## src/rtl/pl_pkg.sv

```systemverilog
// Shared pipeline-stage types: stage state encoding, RV32I NOP word, F|D payload layout.
package pl_pkg;

   typedef enum logic [1:0] {
      ST_EMPTY = 2'd0,
      ST_FULL  = 2'd1,
      ST_SKID  = 2'd2
   } pl_state_t;

   // addi x0, x0, 0 -- bubble value for instruction-carrying stages
   localparam logic [31:0] RV_NOP = 32'h0000_0013;

   typedef struct packed {
      logic [31:0] instr;
      logic [31:0] pc;
      logic [31:0] pc_plus4;
   } fd_hdr_t;

   localparam int FD_W = $bits(fd_hdr_t);

   function automatic fd_hdr_t fd_nop();
      fd_hdr_t h;
      h.instr    = RV_NOP;
      h.pc       = '0;
      h.pc_plus4 = '0;
      return h;
   endfunction

endpackage

```

## src/rtl/pl_sat_cnt.sv

```systemverilog
// Saturating up-counter: counts cycles with inc high, sticks at all-ones.
// Latency: count reflects inc one cycle later.
// Backpressure: none; rst is the only way to clear it.
module pl_sat_cnt
   import pl_pkg::*;
#(
   parameter int CNT_W = 16
) (
   input  logic             clk,
   input  logic             rst,
   input  logic             inc,
   output logic [CNT_W-1:0] count
);

   localparam logic [CNT_W-1:0] CNT_MAX = '1;
   localparam logic [CNT_W-1:0] CNT_ONE = {{(CNT_W-1){1'b0}}, 1'b1};

   always_ff @(posedge clk) begin
      if (rst) begin
         count <= '0;
      end else if (inc && (count != CNT_MAX)) begin
         count <= count + CNT_ONE;
      end
   end

endmodule

```

## src/rtl/pl_stage_skid.sv

```systemverilog
// Generic pipeline stage register with valid/ready on both sides, flush-to-NOP, stall counter.
// Latency: 1 cycle from upstream transfer to m_valid when empty or draining the same cycle.
// Backpressure: SKID_EN=1 absorbs one extra beat so s_ready is registered; SKID_EN=0 has s_ready = !m_valid | m_ready.
module pl_stage_skid
   import pl_pkg::*;
#(
   parameter int               WIDTH    = 96,
   parameter logic [WIDTH-1:0] NOP_DATA = {WIDTH{1'b0}},
   parameter bit               SKID_EN  = 1'b1,
   parameter int               CNT_W    = 16
) (
   input  logic             clk,
   input  logic             rst,
   input  logic             flush,
   input  logic             s_valid,
   output logic             s_ready,
   input  logic [WIDTH-1:0] s_data,
   output logic             m_valid,
   input  logic             m_ready,
   output logic [WIDTH-1:0] m_data,
   output logic [CNT_W-1:0] stall_cnt
);

   logic s_xfer_vld;
   logic m_xfer_vld;
   logic stall_vld;

   assign s_xfer_vld = s_valid & s_ready;
   assign m_xfer_vld = m_valid & m_ready;
   assign stall_vld  = m_valid & ~m_ready;

   generate
      if (SKID_EN) begin : g_skid
         pl_state_t        st;
         logic             out_vld;
         logic             in_rdy;
         logic [WIDTH-1:0] out_dat;
         logic [WIDTH-1:0] skid_dat;

         // flush clears contents exactly like rst; only the stall counter differs
         always_ff @(posedge clk) begin
            if (rst || flush) begin
               st       <= ST_EMPTY;
               out_vld  <= 1'b0;
               in_rdy   <= 1'b1;
               out_dat  <= NOP_DATA;
               skid_dat <= NOP_DATA;
            end else begin
               case (st)
                  ST_EMPTY: begin
                     if (s_valid) begin
                        st      <= ST_FULL;
                        out_vld <= 1'b1;
                        out_dat <= s_data;
                     end
                  end
                  ST_FULL: begin
                     if (s_xfer_vld && m_xfer_vld) begin
                        out_dat <= s_data;
                     end else if (s_xfer_vld) begin
                        st       <= ST_SKID;
                        skid_dat <= s_data;
                        in_rdy   <= 1'b0;
                     end else if (m_xfer_vld) begin
                        st      <= ST_EMPTY;
                        out_vld <= 1'b0;
                        out_dat <= NOP_DATA;
                     end
                  end
                  ST_SKID: begin
                     if (m_xfer_vld) begin
                        st       <= ST_FULL;
                        out_dat  <= skid_dat;
                        skid_dat <= NOP_DATA;
                        in_rdy   <= 1'b1;
                     end
                  end
                  default: begin
                     st       <= ST_EMPTY;
                     out_vld  <= 1'b0;
                     in_rdy   <= 1'b1;
                     out_dat  <= NOP_DATA;
                     skid_dat <= NOP_DATA;
                  end
               endcase
            end
         end

         assign s_ready = in_rdy;
         assign m_valid = out_vld;
         assign m_data  = out_dat;
      end else begin : g_pass
         logic             out_vld;
         logic [WIDTH-1:0] out_dat;

         always_ff @(posedge clk) begin
            if (rst || flush) begin
               out_vld <= 1'b0;
               out_dat <= NOP_DATA;
            end else if (s_xfer_vld) begin
               out_vld <= 1'b1;
               out_dat <= s_data;
            end else if (m_xfer_vld) begin
               out_vld <= 1'b0;
               out_dat <= NOP_DATA;
            end
         end

         assign s_ready = ~out_vld | m_ready;
         assign m_valid = out_vld;
         assign m_data  = out_dat;
      end
   endgenerate

   pl_sat_cnt #(
      .CNT_W (CNT_W)
   ) u_stall_cnt (
      .clk   (clk),
      .rst   (rst),
      .inc   (stall_vld),
      .count (stall_cnt)
   );

endmodule

```

## config.mk

```make
export PLATFORM = sky130hd
export DESIGN_NAME = pl_stage_skid
export DESIGN_NICKNAME = d
export VERILOG_FILES = /design/src/rtl/pl_pkg.sv /design/src/rtl/pl_sat_cnt.sv /design/src/rtl/pl_stage_skid.sv
export SDC_FILE = /design/constraint.sdc
export NUM_CORES = 1
export LEC_CHECK = 0
export ABC_AREA = 1
export BUFFER_PORTS_ARGS = -buffer_cell sky130_fd_sc_hd__buf_2
export CAP_MARGIN = 25
export CORE_MARGIN = 5
export CORE_UTILIZATION = 50
export CTS_CLUSTER_DIAMETER = 80
export DETAILED_ROUTE_END_ITERATION = 6
export PLACE_DENSITY = 0.83
export SLEW_MARGIN = 5
export SYNTH_ARGS = -nofsm -noshare
export SYNTH_HDL_FRONTEND = slang
export SYNTH_SLANG_ARGS = --single-unit
export TNS_END_PERCENT = 1
```

## constraint.sdc

```tcl
create_clock -name clk -period 2.3 [get_ports clk]
set_clock_uncertainty 0.15 [all_clocks]
set_input_delay 0 -clock clk [delete_from_list [all_inputs] [get_ports clk]]
set_output_delay 0 -clock clk [all_outputs]
set_load 0.02 [all_outputs]
```

**Word-level counts from Yosys, hierarchy flattened**

Cells that the tools add are included.

- Flip-flop bits (word level): 212
- Output and inout port bits: 114
- Word-level logic and storage cells: 57

- Bitwise operators: 6
- Reductions and logical operators: 8
- Equality and inequality tests: 12
- $add $sub $neg: 1
- Multiplexer cells: 24

Operator list:

| kind | count |
|---|---|
| 96-bit two-way mux | 7 |
| 96-bit one-hot mux with 3 select lines | 2 |
| 16-bit by 1-bit adder with 16-bit output, second input constant | 1 |
| 16-bit != test, second input constant | 1 |
| 2-bit != test, second input constant | 6 |
| 4-bit AND reduction | 3 |
| 2-bit two-way mux | 5 |
| 3-bit != test, second input constant | 3 |
| 1-bit two-way mux | 7 |
| 1-bit one-hot mux with 3 select lines | 2 |
| 2-bit one-hot mux with 3 select lines | 1 |
| 5-bit AND reduction | 1 |
| 1-bit AND | 3 |
| 1-bit NOT | 3 |
| 2-bit by 1-bit equality test with 1-bit output, second input constant | 1 |
| 2-bit equality test, second input constant | 1 |
| 1-bit logical AND | 2 |
| 2-bit logical NOT | 1 |
| 1-bit logical OR | 1 |

**Depth between registers and ports, before layout**

Gate-level depths: netlist (run 1).

- Word-level depth: 5
- Mapped depth: 11
- Depth with buffers taken out: 9

**Hierarchy**

From an unflattened synthesis (run 1), not the netlist that was laid out.

- Cell total of the unflattened synthesis: 1831
- Area total of the unflattened synthesis: 10870.4 um^2

Modules (own cells, without submodules):

| module | area an instance (um^2) | instances | cells each |
|---|---|---|---|
| pl_stage_skid | 9940.8 | 1 | 1682 |
| pl_sat_cnt | 929.6 | 1 | 149 |

**Worst setup path before layout (run 1)**

Ideal clock, no wire load.

- Kind: reg2reg
- Start: register u_stall_cnt.count[0]
- End: register u_stall_cnt.count[10]
- Clock period less this slack: 1.863 ns
- Setup time: 0.132 ns
- Path slack: 0.437 ns
- Buffers on the path: 1
- Data required time: 2.018 ns
- Stages on the path, launching flop included: 10
- Data arrival time: 1.581 ns
- Path through: dfxtp_1 ha_1 nand2_1 nor2_1 nand2_1 nor2_1 nor2_2 clkbuf_1 nand2_1 a21oi_1

- Cells in the longest elaborated chain, start to end: 2
- Elaborated cells between the ends (all ways): 3
- Classes of those cells: add/sub (1); eq/ne (1); reduce/logical (1)

RTL lines:

| what | line | RTL |
|---|---|---|
| from (decl) | pl_sat_cnt.sv:12 | `output logic [CNT_W-1:0] count` |
| from (signal assigned) | pl_sat_cnt.sv:22 | `count <= count + CNT_ONE;` |
| branches (longest 2 deep; another with 16-bit by 1-bit adder with 16-bit output) | n/a |  |

Several ways; the timed one is not identified.
A chain may end at the register's enable or synchronous reset.

**Worst setup path in the final report (run 1)**

- Start: register u_stall_cnt.count[0]
- End: register u_stall_cnt.count[15]

Same word-level chain as after synthesis.

==> qor.yml, run 1 <==
status:
  outcome: "finished, final reports clean"
cts:
  postCtsSetupBuffers: 0
  cts.clk_slew.worst_paths_ns: 0.06
  cts_hold_buf: 101
  cts_inserted_buffers: 23
  cts_tree: "yes"
  cts-root-buf: "clkbuf_16"
  cts.sinks: 212
  clk_latency_ns: 0.50
  clock_path_buffers: 3
  ctsResizeCount: 0
  h-tree-depth: 1
timing:
  period_share_pct: 83.9
  worst_slew_pin_slew_ns: 0.728
  setup_viol: 0
  max_freq_ghz: 0.518
  rsz0062_at_grt: "no"
  fin_setup_tns_ns: 0
  hold_violations: 0
  slew_headroom_pct: 51.5
  fin_crit_ns: 1.93
  slew_violations: 0
critical_path:
  critical_path_class: "reg -> reg"
  r2r_setup_slack_ns: 0.37
  path_max_fanout: 17
  crit_start: "u_stall_cnt.count[0]"
  required_ns: 2.54
  reg2reg_from: "u_stall_cnt.count[0]"
  r2r-end: "u_stall_cnt.count[15]"
  arrival_ns: 2.17
  crit_path_start_kind: "register"
  cp-endpoint: "u_stall_cnt.count[15]"
  rr_worst_depth: 9
  endpoint_kind: "register"
layout:
  nets: 1705
  stdcell_area_sq_mm: 0.0120
  syn_to_final_growth_pct: 32.0
  drive_above_1_share_pct: 17.2
  stdcell_count: 1847
logic_synthesis:
  synth_area_leaders: "dfxtp_1, nand2_1, a21oi_1"
  yosysTopAreaCellShare_pct: 46.8
  synth_nets: 1440
  yosysMostFrequentCell: "nand2_1"
  synth_seq_cells: 212
  ys.flop_type: "dfxtp_1"
  ys_async_sr_fraction_pct: 0
  yosysWarnings: 0
  netlist-cell-type-count: 24
  synth-edff-count: 0
  synth_area_per_cell_sq_um: 6.77
  yosys.area.top_type: "dfxtp_1"
  syn-cell-area_sq_mm: 0.00906
  synth_common_cells: "nand2_1, dfxtp_1, a21oi_1, nand3_1, clkbuf_1"
  syn_inst: 1338
  ys_seq_area_share_pct: 46.8
placed_design:
  dpl_cell_area_sq_mm: 0.0102
  place.gp.congestion: 0.848
  dp_hpwl_um: 15200
  io_buffers: 214
  dp_cells: 1706
job:
  maxCapViolCount: 0
die:
  die_y_um: 145
  design.core.area_sq_mm: 0.0179
  row_count: 49
  die_w_um: 145
  die-area_sq_mm: 0.0209
  io_pins: 215
  initial_core_util_pct: 50.6
detailed_routing:
  drtIter0Drc: 795
  avgViaCountPerCell: 5.35
  dr.pass1.iters: 5
  avgRoutedWirePerCell_um: 14.9
  wirelength_um: 27500
  vias: 9885
  drc_errors: 0
  ant_nets: 0
pwr:
  p_leak_uw: 0.00517
  clockPowerShare_pct: 41.7
  intPower_uw: 6180
  p_per_area_mw_per_mm2: 694
  peakVddDrop_mv: 0.576
  p_sw_share_pct: 25.6
  combPwrFrac_pct: 12.7
  seqPwrFrac_pct: 45.6
  p_switching_uw: 2130
  power_uw: 8310
global_route:
  grt.total_usage_pct: 25.3
  grt-ovfl-total: 0
  antenna_found_initial: 1
  grt_pass1_vias: 9127
  grt_max_degree: 98
  grt_pass1_wl_um: 44200
min_path:
  hold_path_class: "in -> reg"
## worst max-delay path: stages, from the launching register on
cell     delay, ns
dfxtp_1       0.44
ha_1          0.27
nand2_1       0.07
nor2_1        0.17
nand2_1       0.12
nor2_1        0.17
nor2_2        0.04
buf_4         0.19
a21oi_1       0.15
nor2_1        0.06
## power by group through the flow
stage                     Clock (uW)  Sequential (uW)  Combinational, uW
after floorplan                    0             3940                493
after global placement             0             3860                887
after detailed placement           0             3860                894
after CTS                       3530             3780               1030
after global routing            3700             3790               1150
final                           3460             3790               1050
## layout make-up
cell class                 instances  area (sq um)
multi-input combinational       1008          4290
antenna                            2          5.00
timing repair buffer             335          2340
clock inverter                     6          58.8
clock buffer                      32           639
tap                              229           287
sequential                       212          4240
fill                            1451          5940
inverter                          23          91.3
## metrics by stage
stage | worst slack [ns] | utilization [%] | hold WS [ns]
2_1_floorplan | 0.437 | - | -0.00253
3_3_place_gp | 0.491 | 57.2 | 0.129
3_5_place_dp | 0.452 | 57.2 | 0.136
4_1_cts | 0.380 | 66.8 | 0.159
5_1_grt | 0.183 | 66.8 | 0.184
6_report | 0.371 | 66.8 | 0.177
## sequential cells by signal (all words and copies together), names as in the netlist
| name | flops |
|---|---|
| g_skid.st | 2 |
| s_ready | 1 |
| g_skid.skid_dat | 96 |
| m_valid | 1 |
| m_data | 96 |
| u_stall_cnt.count | 16 |
## worst min path at each step
stage / startpoint / endpoint / cells after the start
floorplan: s_valid / m_valid / 2
global placement: s_data[77] / g_skid.skid_dat[77] / 3
detailed placement: s_data[22] / g_skid.skid_dat[22] / 3
CTS: s_data[83] / g_skid.skid_dat[83] / 4
global route: s_data[90] / g_skid.skid_dat[90] / 4
finish: s_data[30] / g_skid.skid_dat[30] / 4
## placed cells by master, fill, tap and decap left out, types with 2 or more instances in the layout
cell type	count
a21oi_1	207
buf_12	9
buf_2	214
buf_4	11
clkbuf_1	6
clkbuf_16	23
clkbuf_8	3
clkinv_2	4
dfxtp_1	212
diode_2	2
dlygate4sd3_1	101
inv_1	17
inv_2	5
inv_6	2
nand2_1	638
nand2_4	2
nand3_1	110
nand4_1	7
nor2_1	29
nor2_4	2
o21ai_0	2
xnor2_1	2
xor2_1	4
## cells by family (layout without fill, tap and decap cells)
logic type | after synthesis | in the layout | share of synthesized area (%)
and+or+nand+nor | 790 | 790 | 34.7
DFF | 212 | 212 | 46.8
AOI/OAI and AO/OA | 211 | 211 | 11.7
buffers and inverters | 118 | 396 | 6.12
xor gates and xnor gates | 6 | 6 | 0.580
adders and majority gates | 1 | 1 | 0.138
other | 0 | 2 | 0
## routing by layer
metal | share of wire, % | vias to the layer above | wire, um | track usage [%]
met5 | 0 | - | 0 | 0
met4 | 3.7 | 0 | 1010 | 10.4
met3 | 8.4 | 104 | 2320 | 5.16
met2 | 48 | 504 | 13200 | 43.2
met1 | 40 | 4469 | 10900 | 31.3
li1 | - | 4808 | - | -
Note: power is estimated with default switching activity, not from simulation.
==> run 2, diff against run 1 <==
--- a/config.mk
+++ b/config.mk
@@ -9,10 +9,10 @@
 export BUFFER_PORTS_ARGS = -buffer_cell sky130_fd_sc_hd__buf_2
 export CAP_MARGIN = 25
 export CORE_MARGIN = 5
-export CORE_UTILIZATION = 50
+export CORE_UTILIZATION = 49
 export CTS_CLUSTER_DIAMETER = 80
 export DETAILED_ROUTE_END_ITERATION = 6
-export PLACE_DENSITY = 0.83
+export PLACE_DENSITY = 0.85
 export SLEW_MARGIN = 5
 export SYNTH_ARGS = -nofsm -noshare
 export SYNTH_HDL_FRONTEND = slang
==> constraint.sdc (replaced) <==
create_clock -name clk -period 1.7 [get_ports clk]
set_clock_uncertainty 0.15 [all_clocks]
set_input_delay 0 -clock clk [delete_from_list [all_inputs] [get_ports clk]]
set_output_delay 0 -clock clk [all_outputs]
set_load 0.02 [all_outputs]
==> run 2 against run 1 <==
Compared with the run above: via count up 5.7%; clock power up 35%; register-to-register slack worse by 0.36 ns; core utilization up 3.7 points; maximum frequency up 14%; worst setup slack worse by 0.36 ns; count of clock-buffer cells in the layout up 4; combinational power up 65%; sequential power up 35%; largest cell class unchanged; highest routed layer unchanged.
==> qor.yml, run 2 (synthesized netlist as in run 1, its figures left out) <==
status:
  outcome: "finished, final reports clean"
timing:
  period_share_pct: 99.3
  worst_slew_pin_slew_ns: 0.595
  fin_crit_ns: 1.69
  slew_headroom_pct: 60.4
  rsz0062_at_grt: "yes"
  fin_setup_tns_ns: 0
  setup_viol: 0
  slew_violations: 0
  hold_violations: 0
  max_freq_ghz: 0.593
cts:
  cts.sinks: 212
  cts-root-buf: "clkbuf_16"
  cts_inserted_buffers: 23
  cts.clk_slew.worst_paths_ns: 0.06
  clock_path_buffers: 3
  h-tree-depth: 1
  cts_tree: "yes"
  clk_latency_ns: 0.49
detailed_routing:
  avgViaCountPerCell: 5.54
  dr.pass1.iters: 6
  drtIter0Drc: 785
  wirelength_um: 32400
  avgRoutedWirePerCell_um: 17.2
  ant_nets: 0
  drc_errors: 0
  vias: 10450
critical_path:
  critical_path_class: "reg -> reg"
  cp-endpoint: "m_data[31]"
  arrival_ns: 1.95
  crit_path_start_kind: "register"
  r2r_setup_slack_ns: 0.01
  path_max_fanout: 8
  required_ns: 1.96
  reg2reg_from: "m_valid"
  endpoint_kind: "register"
  rr_worst_depth: 9
  crit_start: "m_valid"
  r2r-end: "m_data[31]"
pwr:
  p_per_area_mw_per_mm2: 905
  p_leak_uw: 0.00553
  peakVddDrop_mv: 0.929
die:
  die_y_um: 146
  row_count: 49
  design.core.area_sq_mm: 0.0181
  initial_core_util_pct: 50.1
  die_w_um: 146
  io_pins: 215
  die-area_sq_mm: 0.0213
placed_design:
  dp_hpwl_um: 16300
  place.gp.congestion: 0.863
  io_buffers: 214
global_route:
  grt_max_degree: 122
  grt.total_usage_pct: 26.2
  antenna_found_initial: 2
  grt_pass1_wl_um: 47500
  grt_pass1_vias: 9594
  grt-ovfl-total: 0
min_path:
  hold_path_class: "in -> reg"
layout:
  syn_to_final_growth_pct: 40.6
  final_core_util_pct: 70.5
  drive_above_1_share_pct: 21.1
  layout_commonest_cell: "nand2_1"
  layout_common_cells: "nand2_1, buf_2, dfxtp_1, a21oi_1, nand3_1"
  nets: 1744
job:
  maxCapViolCount: 0
[run 2: cell types whose count changed in the layout (fill, tap and decap cells not counted), sizes merged]
cell,before,now
buf,234,260
clkbuf,32,49
clkinv,4,2
bufinv,1,0
inv,24,23
[run 2: critical path, cell delays in order (launching register included)]
cell and delay, ns:
dfxtp_2 0.35, nand2_1 0.11, nor2_2 0.17, nand2_4 0.10
nand2_8 0.17, buf_12 0.15, nand2_1 0.08, nand2_1 0.10
nand2_1 0.09, a21oi_1 0.14
[run 2: final cells by class]
type                            count  area [sq um]
Multi-Input combinational cell   1008          4410
Clock buffer                       36           684
Fill cell                        1314          5340
Antenna cell                        2          5.00
Tap cell                          229           287
Inverter                           23           106
Timing Repair Buffer              374          2980
Sequential cell                   212          4260
Clock inverter                      2          13.8
[run 2: layer usage]
layer | GRT usage (%) | up-vias | share of wire (%)
met2 | 45.1 | 625 | 48
met3 | 4.92 | 161 | 8.8
met4 | 12.1 | 0 | 5.0
met5 | 0 | - | 0
met1 | 31.8 | 4769 | 38
li1 | - | 4895 | -
[run 2: report_power, final]
| part | total [uW] | switching (uW) | internal (uW) |
|---|---|---|---|
| Combinational | 1730 | 1030 | 701 |
| Sequential | 5120 | 57.8 | 5070 |
| Clock | 4680 | 1940 | 2740 |
| Total | 11500 | 3030 | 8510 |
[run 2: metrics by stage]
step	hold slack, ns	setup slack [ns]	total power [uW]	instances	area [sq um]
5_1_grt	0.189	-0.0527	11900	1885	12700
3_5_place_dp	0.136	-0.121	6490	1730	10500
2_1_floorplan	-0.0101	-0.0151	6000	1338	9070
6_report	0.185	0.0124	11500	1886	12700
3_3_place_gp	0.119	-0.105	6480	1730	10500
4_1_cts	0.159	-0.0682	11300	1869	12200
[run 2: worst min-delay path by stage]
stage	from	end	slack (ns)	depth (start not counted)
floorplan	s_valid	m_valid	-0.01	2
global route	s_data[67]	g_skid.skid_dat[67]	0.19	4
finish	s_data[25]	g_skid.skid_dat[25]	0.19	4
global placement	s_valid	m_valid	0.12	3
CTS	s_data[76]	g_skid.skid_dat[76]	0.16	4
detailed placement	s_data[74]	g_skid.skid_dat[74]	0.14	3
[run 2: repair_timing]
item | 4_1_cts | 5_1_grt
setup endpoints to repair | 176 | 205
pin swaps | 0 | 5
resized for setup | 4 | 50
hold buffers | 101 | 0
buffers inserted | 0 | 2
hold endpoints to repair | 212 | 0
cloned | 0 | 13
==> run 3, diff against run 2 <==
--- a/config.mk
+++ b/config.mk
@@ -8,7 +8,6 @@
 export ABC_AREA = 1
 export BUFFER_PORTS_ARGS = -buffer_cell sky130_fd_sc_hd__buf_2
 export CAP_MARGIN = 25
-export CORE_MARGIN = 5
 export CORE_UTILIZATION = 49
 export CTS_CLUSTER_DIAMETER = 80
 export DETAILED_ROUTE_END_ITERATION = 6
==> run 3 against run 2 <==
Compared with the run above: the flow now finishes with violations (setup timing); hold slack worse by 0.0074 ns; critical endpoint is now m_data[60]; largest power group unchanged; total power increased by 1.9%; count of clock-buffer cells in the layout shrank 8; flip-flop and latch count stayed put; wire length fell by 4.0%; die area shrank 11%; global-route usage increased by 1.5 points; critical path depth is 1 higher.
==> qor.yml, run 3 (synthesized netlist as in run 1, its figures left out) <==
pwr:
  p_per_area_mw_per_mm2: 918
  combPwrFrac_pct: 14.9
  seqPwrFrac_pct: 43.6
  intPower_uw: 8680
  p_sw_share_pct: 26.2
  p_switching_uw: 3080
  clockPowerShare_pct: 41.5
  p_leak_uw: 0.00559
  power_uw: 11800
  peakVddDrop_mv: 0.744
cts:
  cts.clk_slew.worst_paths_ns: 0.06
  cts.sinks: 212
  clk_latency_ns: 0.51
  clock_path_buffers: 3
  cts-root-buf: "clkbuf_16"
  h-tree-depth: 1
  cts_tree: "yes"
  cts_inserted_buffers: 23
critical_path:
  endpoint_kind: "register"
  path_max_fanout: 12
  arrival_ns: 1.96
  slowest_delay_ns: 0.37
  cp_cell_sequence: "inv_2 > nor2_4 > nand2_2 > nand2_2 > inv_2 > nand2_8 > clkinv_8 > clkbuf_16 > nand2_1 > a21oi_1"
  required_ns: 1.93
  cp_top_family: "simple AND/OR/NAND/NOR gates"
  critical_path_class: "reg -> reg"
  critical_path_buf_inv_count: 4
  cp_slowest_cell: "dfxtp_4"
  crit_path_start_kind: "register"
layout:
  syn_to_final_growth_pct: 41.3
  final_core_util_pct: 71.0
  drive_above_1_share_pct: 21.0
  layout_commonest_cell: "nand2_1"
  layout_common_cells: "nand2_1, buf_2, dfxtp_1, a21oi_1, nand3_1"
  nets: 1748
global_route:
  grt_max_degree: 98
  grt-ovfl-total: 0
  grt_pass1_wl_um: 44900
  grt.total_usage_pct: 27.8
  grt_pass1_vias: 9565
  antenna_found_initial: 0
detailed_routing:
  wirelength_um: 31100
  dr.pass1.iters: 6
  drc_errors: 0
  drtIter0Drc: 1021
  avgRoutedWirePerCell_um: 16.4
  ant_nets: 0
  avgViaCountPerCell: 5.45
  vias: 10303
timing:
  fin_crit_ns: 1.72
  fin_setup_tns_ns: -0.144
  max_freq_ghz: 0.580
  slew_violations: 0
  setup_viol: 18
  slew_headroom_pct: 67.4
  whs_ns: 0.178
  hold_violations: 0
  setup_slack_ns: -0.0237
  worst_slew_pin_slew_ns: 0.489
  period_share_pct: 101
  rsz0062_at_grt: "yes"
placed_design:
  place.gp.congestion: 0.857
  io_buffers: 214
  pre_cts_ws_ns: -0.132
  dp_hpwl_um: 15500
die:
  row_count: 49
  die_w_um: 138
  io_pins: 215
  initial_core_util_pct: 50.3
  die_y_um: 138
  die-area_sq_mm: 0.0190
  design.core.area_sq_mm: 0.0180
min_path:
  hold_path_class: "in -> reg"
job:
  maxCapViolCount: 0
status:
  outcome: "finished, violations left"
  violations: "setup timing"
-- run 3: cell types whose count changed in the layout (fill, tap and decap cells not counted), moves of 5 or more --
cell	delta
a21oi_1	+13
a21oi_2	-13
clkinv_2	+6
clkbuf_1	-5
-- run 3: timing repair --
item,4_1_cts,5_1_grt
hold buffers,100,0
pin swaps,1,5
cloned,0,16
hold endpoints to repair,212,0
buffers inserted,0,3
endpoints found under the setup margin,205,205
gates resized for setup,7,47
-- run 3: final timing paths --
path                                   start                   to  slack, ns  depth (start not counted)
worst max-delay path            g_skid.st[1]           m_data[60]      -0.02                         10
worst min-delay path              s_data[94]  g_skid.skid_dat[94]       0.18                          4
worst max register to register  g_skid.st[1]           m_data[60]      -0.02                         10
worst min register to register     m_data[8]            m_data[8]       0.31                          2
-- run 3: per-layer routing --
metal  global-route usage, %  wire length (um)  vias up
li1                        -                 -     4899
met1                    32.8             11900     4643
met2                    47.8             15000      632
met3                    5.85              2840      129
met4                    13.4              1340        0
met5                       0                 0        -
-- run 3: tightest hold or removal path, stage by stage --
cell and delay, ns:
dlygate4sd3_1 0.53, buf_2 0.13, nand3_1 0.07, a21oi_1 0.05
-- run 3: through the flow --
stage / cells / area (sq um)
2_1_floorplan: 1338 / 9070
3_3_place_gp: 1731 / 10500
3_5_place_dp: 1731 / 10500
4_1_cts: 1869 / 12300
5_1_grt: 1888 / 12800
6_report: 1889 / 12800
-- run 3: area by class of cell --
class                      count  area [sq um]
fill                        1292          5220
multi-input combinational   1009          4380
sequential                   212          4260
timing repair buffer         377          3040
clock buffer                  28           624
tap                          229           287
inverter                      23           111
clock inverter                10           104
antenna                        1          2.50
-- run 3: power groups by stage --
stage          logic, uW  registers (uW)  clock network, uW
4_1_cts             1450            5120               4920
5_1_grt             1870            5130               5150
2_1_floorplan        668            5340                  0
6_report            1750            5120               4880
3_3_place_gp        1250            5220                  0
3_5_place_dp        1260            5230                  0
